## src/rtl/vs4x400_pkg.sv

```systemverilog
// Shared widths, limits and the loader FSM encoding for the vs4x400 vector store
// (also used by vs4x400_dual_core).
package vs4x400_pkg;

    localparam int ADDR_W      = 12;
    localparam int DATA_W      = 32;
    localparam int ELEM_W      = 8;
    localparam int CNT_W       = 10;
    localparam int MAX_VECTORS = 256;
    localparam int WIDX_W      = 7;

    typedef enum logic [1:0] {
        IDLE,
        RECV,
        PAD,
        COMMIT
    } load_state_t;

    // Number of 32-bit words occupied by a vector of dim int8 elements.
    function automatic logic [WIDX_W-1:0] words_for_dim(input logic [ELEM_W-1:0] dim);
        return WIDX_W'(({1'b0, dim} + 9'd3) >> 2);
    endfunction

endpackage

```

## src/rtl/vs4x400_byte_packer.sv

```systemverilog
// Packs int8 elements low-byte-first into 32-bit words; a word is emitted on the
// 4th byte or on flush, with word_valid high for exactly the following cycle.
module vs4x400_byte_packer
    import vs4x400_pkg::*;
(
    input  logic              clk,
    input  logic              reset,
    input  logic              clear,
    input  logic              byte_valid,
    input  logic [ELEM_W-1:0] byte_in,
    input  logic              flush,
    output logic [DATA_W-1:0] word_out,
    output logic              word_valid
);

    logic [DATA_W-1:0] acc;
    logic [DATA_W-1:0] merged;
    logic [1:0]        pos;

    // Bytes above pos are always zero, so a flushed partial word is zero-padded.
    always_comb begin
        merged = acc | ({24'b0, byte_in} << {pos, 3'b000});
    end

    always_ff @(posedge clk or posedge reset) begin
        if (reset) begin
            acc        <= '0;
            pos        <= '0;
            word_out   <= '0;
            word_valid <= 1'b0;
        end else if (clear) begin
            acc        <= '0;
            pos        <= '0;
            word_out   <= '0;
            word_valid <= 1'b0;
        end else begin
            word_valid <= 1'b0;
            if (byte_valid) begin
                if (pos == 2'd3 || flush) begin
                    word_out   <= merged;
                    word_valid <= 1'b1;
                    acc        <= '0;
                    pos        <= '0;
                end else begin
                    acc <= merged;
                    pos <= pos + 2'd1;
                end
            end
        end
    end

endmodule

```

## src/rtl/vs4x400_loader.sv

```systemverilog
// Streams one int8 vector at a time into word memory at an accumulated base
// address, zero-padding short vectors, and counts committed vectors.
module vs4x400_loader
    import vs4x400_pkg::*;
(
    input  logic              clk,
    input  logic              reset,
    input  logic              clear,
    input  logic              start_load,
    input  logic [7:0]        dim_size,
    input  logic [7:0]        stride_words,
    input  logic              in_valid,
    output logic              in_ready,
    input  logic [ELEM_W-1:0] in_data,
    input  logic              in_last,
    output logic              mem_we,
    output logic [ADDR_W-1:0] mem_addr,
    output logic [DATA_W-1:0] mem_wdata,
    output logic [CNT_W-1:0]  vector_count,
    output logic              busy,
    output logic              err_len,
    output logic              err_overflow
);

    load_state_t       state;
    logic [7:0]        dim_q;
    logic [7:0]        stride_q;
    logic [7:0]        elem_cnt;
    logic [WIDX_W-1:0] word_idx;
    logic [WIDX_W-1:0] n_words;
    logic [ADDR_W-1:0] base;
    logic              pad_we;
    logic              pk_valid;
    logic [DATA_W-1:0] pk_word;
    logic              accept;
    logic              count_hit;
    logic              last_elem;
    logic              word_done;
    logic              start_ovf;
    logic [ADDR_W:0]   start_end;

    assign accept    = in_valid && in_ready;
    assign count_hit = (elem_cnt + 8'd1) == dim_q;
    assign last_elem = count_hit || in_last;
    assign word_done = accept && (elem_cnt[1:0] == 2'd3 || last_elem);
    assign n_words   = words_for_dim(dim_q);
    assign start_end = {1'b0, base} + {6'b0, words_for_dim(dim_size)};
    assign start_ovf = (vector_count == 10'(MAX_VECTORS)) || (start_end > 13'd4096);

    vs4x400_byte_packer u_packer (
        .clk        (clk),
        .reset      (reset),
        .clear      (clear),
        .byte_valid (accept),
        .byte_in    (in_data),
        .flush      (last_elem),
        .word_out   (pk_word),
        .word_valid (pk_valid)
    );

    // Packer and pad writes never overlap: PAD starts its first write one cycle
    // after the last packed word is issued.
    assign mem_we    = pk_valid || pad_we;
    assign mem_wdata = pk_valid ? pk_word : '0;

    always_ff @(posedge clk or posedge reset) begin
        if (reset) begin
            state        <= IDLE;
            dim_q        <= '0;
            stride_q     <= '0;
            elem_cnt     <= '0;
            word_idx     <= '0;
            base         <= '0;
            pad_we       <= 1'b0;
            mem_addr     <= '0;
            vector_count <= '0;
            busy         <= 1'b0;
            in_ready     <= 1'b0;
            err_len      <= 1'b0;
            err_overflow <= 1'b0;
        end else if (clear) begin
            state        <= IDLE;
            elem_cnt     <= '0;
            word_idx     <= '0;
            base         <= '0;
            pad_we       <= 1'b0;
            vector_count <= '0;
            busy         <= 1'b0;
            in_ready     <= 1'b0;
            err_len      <= 1'b0;
            err_overflow <= 1'b0;
        end else begin
            pad_we <= 1'b0;
            case (state)
                IDLE: begin
                    if (start_load) begin
                        if (dim_size == 8'd0) begin
                            err_len <= 1'b1;
                        end else if (start_ovf) begin
                            err_overflow <= 1'b1;
                        end else begin
                            dim_q    <= dim_size;
                            stride_q <= stride_words;
                            elem_cnt <= '0;
                            word_idx <= '0;
                            in_ready <= 1'b1;
                            busy     <= 1'b1;
                            state    <= RECV;
                        end
                    end
                end
                RECV: begin
                    if (accept) begin
                        elem_cnt <= elem_cnt + 8'd1;
                        if (word_done) begin
                            mem_addr <= base + {5'b0, word_idx};
                            word_idx <= word_idx + 7'd1;
                        end
                        if (last_elem) begin
                            in_ready <= 1'b0;
                            if (count_hit != in_last)
                                err_len <= 1'b1;
                            state <= (word_idx + 7'd1 < n_words) ? PAD : COMMIT;
                        end
                    end
                end
                PAD: begin
                    mem_addr <= base + {5'b0, word_idx};
                    pad_we   <= 1'b1;
                    word_idx <= word_idx + 7'd1;
                    if (word_idx + 7'd1 == n_words)
                        state <= COMMIT;
                end
                COMMIT: begin
                    vector_count <= vector_count + 10'd1;
                    base         <= base + {4'b0, stride_q};
                    busy         <= 1'b0;
                    state        <= IDLE;
                end
                default: state <= IDLE;
            endcase
        end
    end

endmodule

```

## config.mk

```make
export PLATFORM = sky130hd
export DESIGN_NAME = vs4x400_loader
export DESIGN_NICKNAME = d
export VERILOG_FILES = /design/src/rtl/vs4x400_pkg.sv /design/src/rtl/vs4x400_byte_packer.sv /design/src/rtl/vs4x400_loader.sv
export SDC_FILE = /design/constraint.sdc
export NUM_CORES = 1
export LEC_CHECK = 0
export ABC_AREA = 1
export CORE_ASPECT_RATIO = 1.5
export CORE_MARGIN = 3
export CORE_UTILIZATION = 52
export DETAILED_ROUTE_END_ITERATION = 8
export GPL_ROUTABILITY_DRIVEN = 0
export PLACE_DENSITY = 0.82
export SLEW_MARGIN = 10
export SYNTH_ARGS = -nofsm -noshare
export SYNTH_HDL_FRONTEND = slang
export SYNTH_SLANG_ARGS = --single-unit
```

## constraint.sdc

```tcl
create_clock -name clk -period 4.4 [get_ports clk]
set_clock_uncertainty 0.15 [all_clocks]
set_input_delay 0.88 -clock clk [delete_from_list [all_inputs] [get_ports clk]]
set_output_delay 0.88 -clock clk [all_outputs]
set_load 0.01 [all_outputs]
```

==> summary.md <==
| Metric | Value |
|---|---|
| Status | complete, no violations |
| Aggregate global routing overflow | 0 |
| Commonest non-fill, non-tap cell in the layout | nand2_1 |
| Crit path DAT | 4130 ps |
| Dpl hpwl | 14210 um |
| Global-route wire length before repair | 33270 um |
| Die X | 107.5 um |
| CTS Hold Bufs | 0 |
| Final Slew Violations | 0 |
| Cell count after placement | 1308 |
| Syn nets | 1118 |
| H-tree depth | 4 |
| CP max stage cell | clkdlybuf4s50_1 |
| Initial core utilization | 0.5310 |
| Family with the most delay on the worst path | simple AND/OR/NAND/NOR gates |
| Vias in the first global route | 7147 |
| Fin Hold WS | 322.8 ps |
| Via-per-instance ratio | 5.396 |
| Drt pass-1 iters | 6 |
| Synth Instances | 1044 |
| Max-cap viol count | 0 |
| Cell depth of the worst hold path | 2 |
| Register area share after synthesis | 0.4327 |
| Critical path startpoint category | primary input |
| Detailed Route WL | 19960 um |
| Multi-input logic area | 3786 sq um |
| Drc violations | 0 |
| # clock sinks | 139 |
| Worst VDD drop | 241.9 uV |
| Critical-path cell list | clkdlybuf4s50_1 > inv_1 > nor2_1 > nand2_1 > nor2_1 > inv_1 > nor2_1 > nand2_1 > xor2_1 > inv_1 > ha_1 > nand2_1 > nor2_1 > nand2_1 > a21oi_1 > nand3_1 > o21ai_2 > nand2_2 > nand2_4 > nand2_2 > nand2_1 > o21ai_2 |
| Largest cells by area after synthesis | dfrtp_1, nand2_1, inv_1, ha_1, o21ai_0 |
| Final design instance area without fill | 9708 sq um |
| Core Util, Final | 0.6412 |
| Setup crit end kind | flop |
| Yosys top cell area share | 0.4327 |
| WP buf/inv | 4 |
| Commonest cells after routing, fill and taps aside | nand2_1, inv_1, dfrtp_1 |
| Final min period | 3981 ps |
| Ys async rst share | 1.000 |
| Root buffer cell | clkbuf_16 |
| Layout fillers | 1262 |
| Nets | 1202 |
| Setup Buffers After CTS | 0 |
| Ys flop type | dfrtp_1 |
| Storage element area | 3478 sq um |
| Worst Path Class, Setup | primary input to flop |
| FF+latch count, synth | 139 |
| Wirelength per Cell | 14.89 um |
| HP Class | flop to flop |
| R2R setup slack | 1010 ps |
| Critical Path RT | 4550 ps |
| Max clock buf depth | 2 |
| Crit Path Max Fanout | 14 |
| Initial antenna violation count | 0 |
| RSZ-0062 raised after global routing | false |
| Hold Violations, Final | 0 |
| Worst flop-to-flop path endpoint | u_packer.word_out[18] |
| Antenna fix cells | 0 |
| Setup TNS Final | 0 ps |
| Post-DRT Antenna Nets | 0 |
| R2R depth | 17 |
| Slowest stage delay, CP | 510 ps |
| Reg2reg start | elem_cnt[0] |
| Placed Area | 9109 sq um |
| Avg Inst Size Synth | 7.700 sq um |
| Leak | 4.878 nW |
| CTS buffer count | 17 |
| YS warnings | 0 |
| CP dominant cell by count | nand2_1 |
| Gr usage total | 0.2462 |
| Post-synthesis instance area | 8039 sq um |
| Area leader, netlist | dfrtp_1 |
| Vias | 7231 |
| CTS tree | done |
| Die H | 158.3 um |
| Number of enable flip-flop cells after synthesis | 0 |
| Layout area overhead | 20.76% |
| Finish-stage setup viols | 0 |
| Hold wc startpoint | mem_addr[0] |
| Core Area | 15140 sq um |
| Netlist cell types | 41 |
| CTS clk-pin slew, worst paths | 60 ps |
| Cell Count, Final, Fillers Out | 1340 |
| # port buffers | 88 |
| Fin crit share | 0.9048 |
| Worst Tran Pin Value | 1087 ps |
| 1st-iter DRT viols | 386 |
| Post_cts resized | 0 |
| Relative slew slack | 0.2757 |
| Die area | 17020 sq um |
| Hold Path Sink | mem_addr[0] |
| F_max | 0.2512 GHz |
| Cell area power density | 434.2 nW/um^2 |
| Largest net degree at the start of global routing | 140 |
| Io pins | 89 |
| Layout cells sized above 1 | 0.07099 |
| Clock latency on the worst-skew pair | 430 ps |
| Row count | 55 |
per-layer routing:
layer | vias to the layer above | GRT usage | wire length (um)
li1 | 3530 | - | -
met1 | 3398 | 0.2737 | 7565
met2 | 237 | 0.4407 | 10490
met3 | 66 | 0.03732 | 867
met4 | 0 | 0.1492 | 1031
met5 | - | 0 | 0
registers in the layout, summed over array words and instances (netlist names), 7 cells and up:
signal and count:
u_packer.acc 32, u_packer.word_out 32, base 12, mem_addr 12, vector_count 10, dim_q 8
elem_cnt 8, stride_q 8, word_idx 7
Yosys cell counts (4+ instances only):
master / n
a31o_2: 8
o21ai_0: 85
o21ai_1: 5
clkbuf_1: 22
xor2_1: 21
nand2_1: 257
inv_1: 164
xnor2_1: 5
nor2_1: 62
o21ai_2: 16
a21oi_1: 62
or2_2: 4
a31oi_1: 10
nor3_1: 10
ha_1: 41
nand3_1: 66
o21bai_1: 10
nand4_1: 12
dfrtp_1: 139
cell families after synthesis:
group                      share of synthesized area
AOI/OAI and AO/OA                             0.1469
xor gates and xnor gates                     0.02833
adders and majority gates                    0.07128
buffers and inverters                        0.09634
DFF                                           0.4327
and+or+nand+nor                               0.2244
report_power, final:
group / switching (mW) / leakage, nW / internal (mW) / total, mW
clock network: 0.630 / 0.296 / 0.810 / 1.44
logic: 0.731 / 2.68 / 0.438 / 1.17
registers: 0.171 / 1.90 / 1.43 / 1.61
area by class of cell:
class / instances / share of cell area
Inverter: 170 / 0.06612
Clock inverter: 15 / 0.01791
Timing Repair Buffer: 96 / 0.09821
Multi-Input combinational cell: 704 / 0.3900
Tap cell: 199 / 0.02565
Sequential cell: 139 / 0.3583
Clock buffer: 17 / 0.04382
metrics by stage:
| step | power (mW) | setup WS [ps] |
|---|---|---|
| 4_1_cts | 4.224 | 476.2 |
| 6_report | 4.216 | 418.9 |
| 3_3_place_gp | 2.739 | 229.4 |
| 3_5_place_dp | 2.775 | 166.6 |
| 5_1_grt | 4.459 | 53.71 |
| 2_1_floorplan | 2.427 | 1025 |
how the worst max path moves through the flow:
stage,start,endpoint,slack [ps],cells after the start
finish,dim_size[2],word_idx[6],420,22
global route,dim_size[2],word_idx[6],50,23
CTS,dim_size[2],word_idx[6],480,23
detailed placement,dim_size[2],word_idx[5],170,23
global placement,dim_size[2],word_idx[0],230,23
floorplan,dim_size[2],word_idx[0],1030,23
tightest hold or removal path: stages, from the launching register on:
cell and delay [ps]:
dfrtp_1 340, nand2_1 50, nand2_1 50
Note: power is estimated with default switching activity, not from simulation.
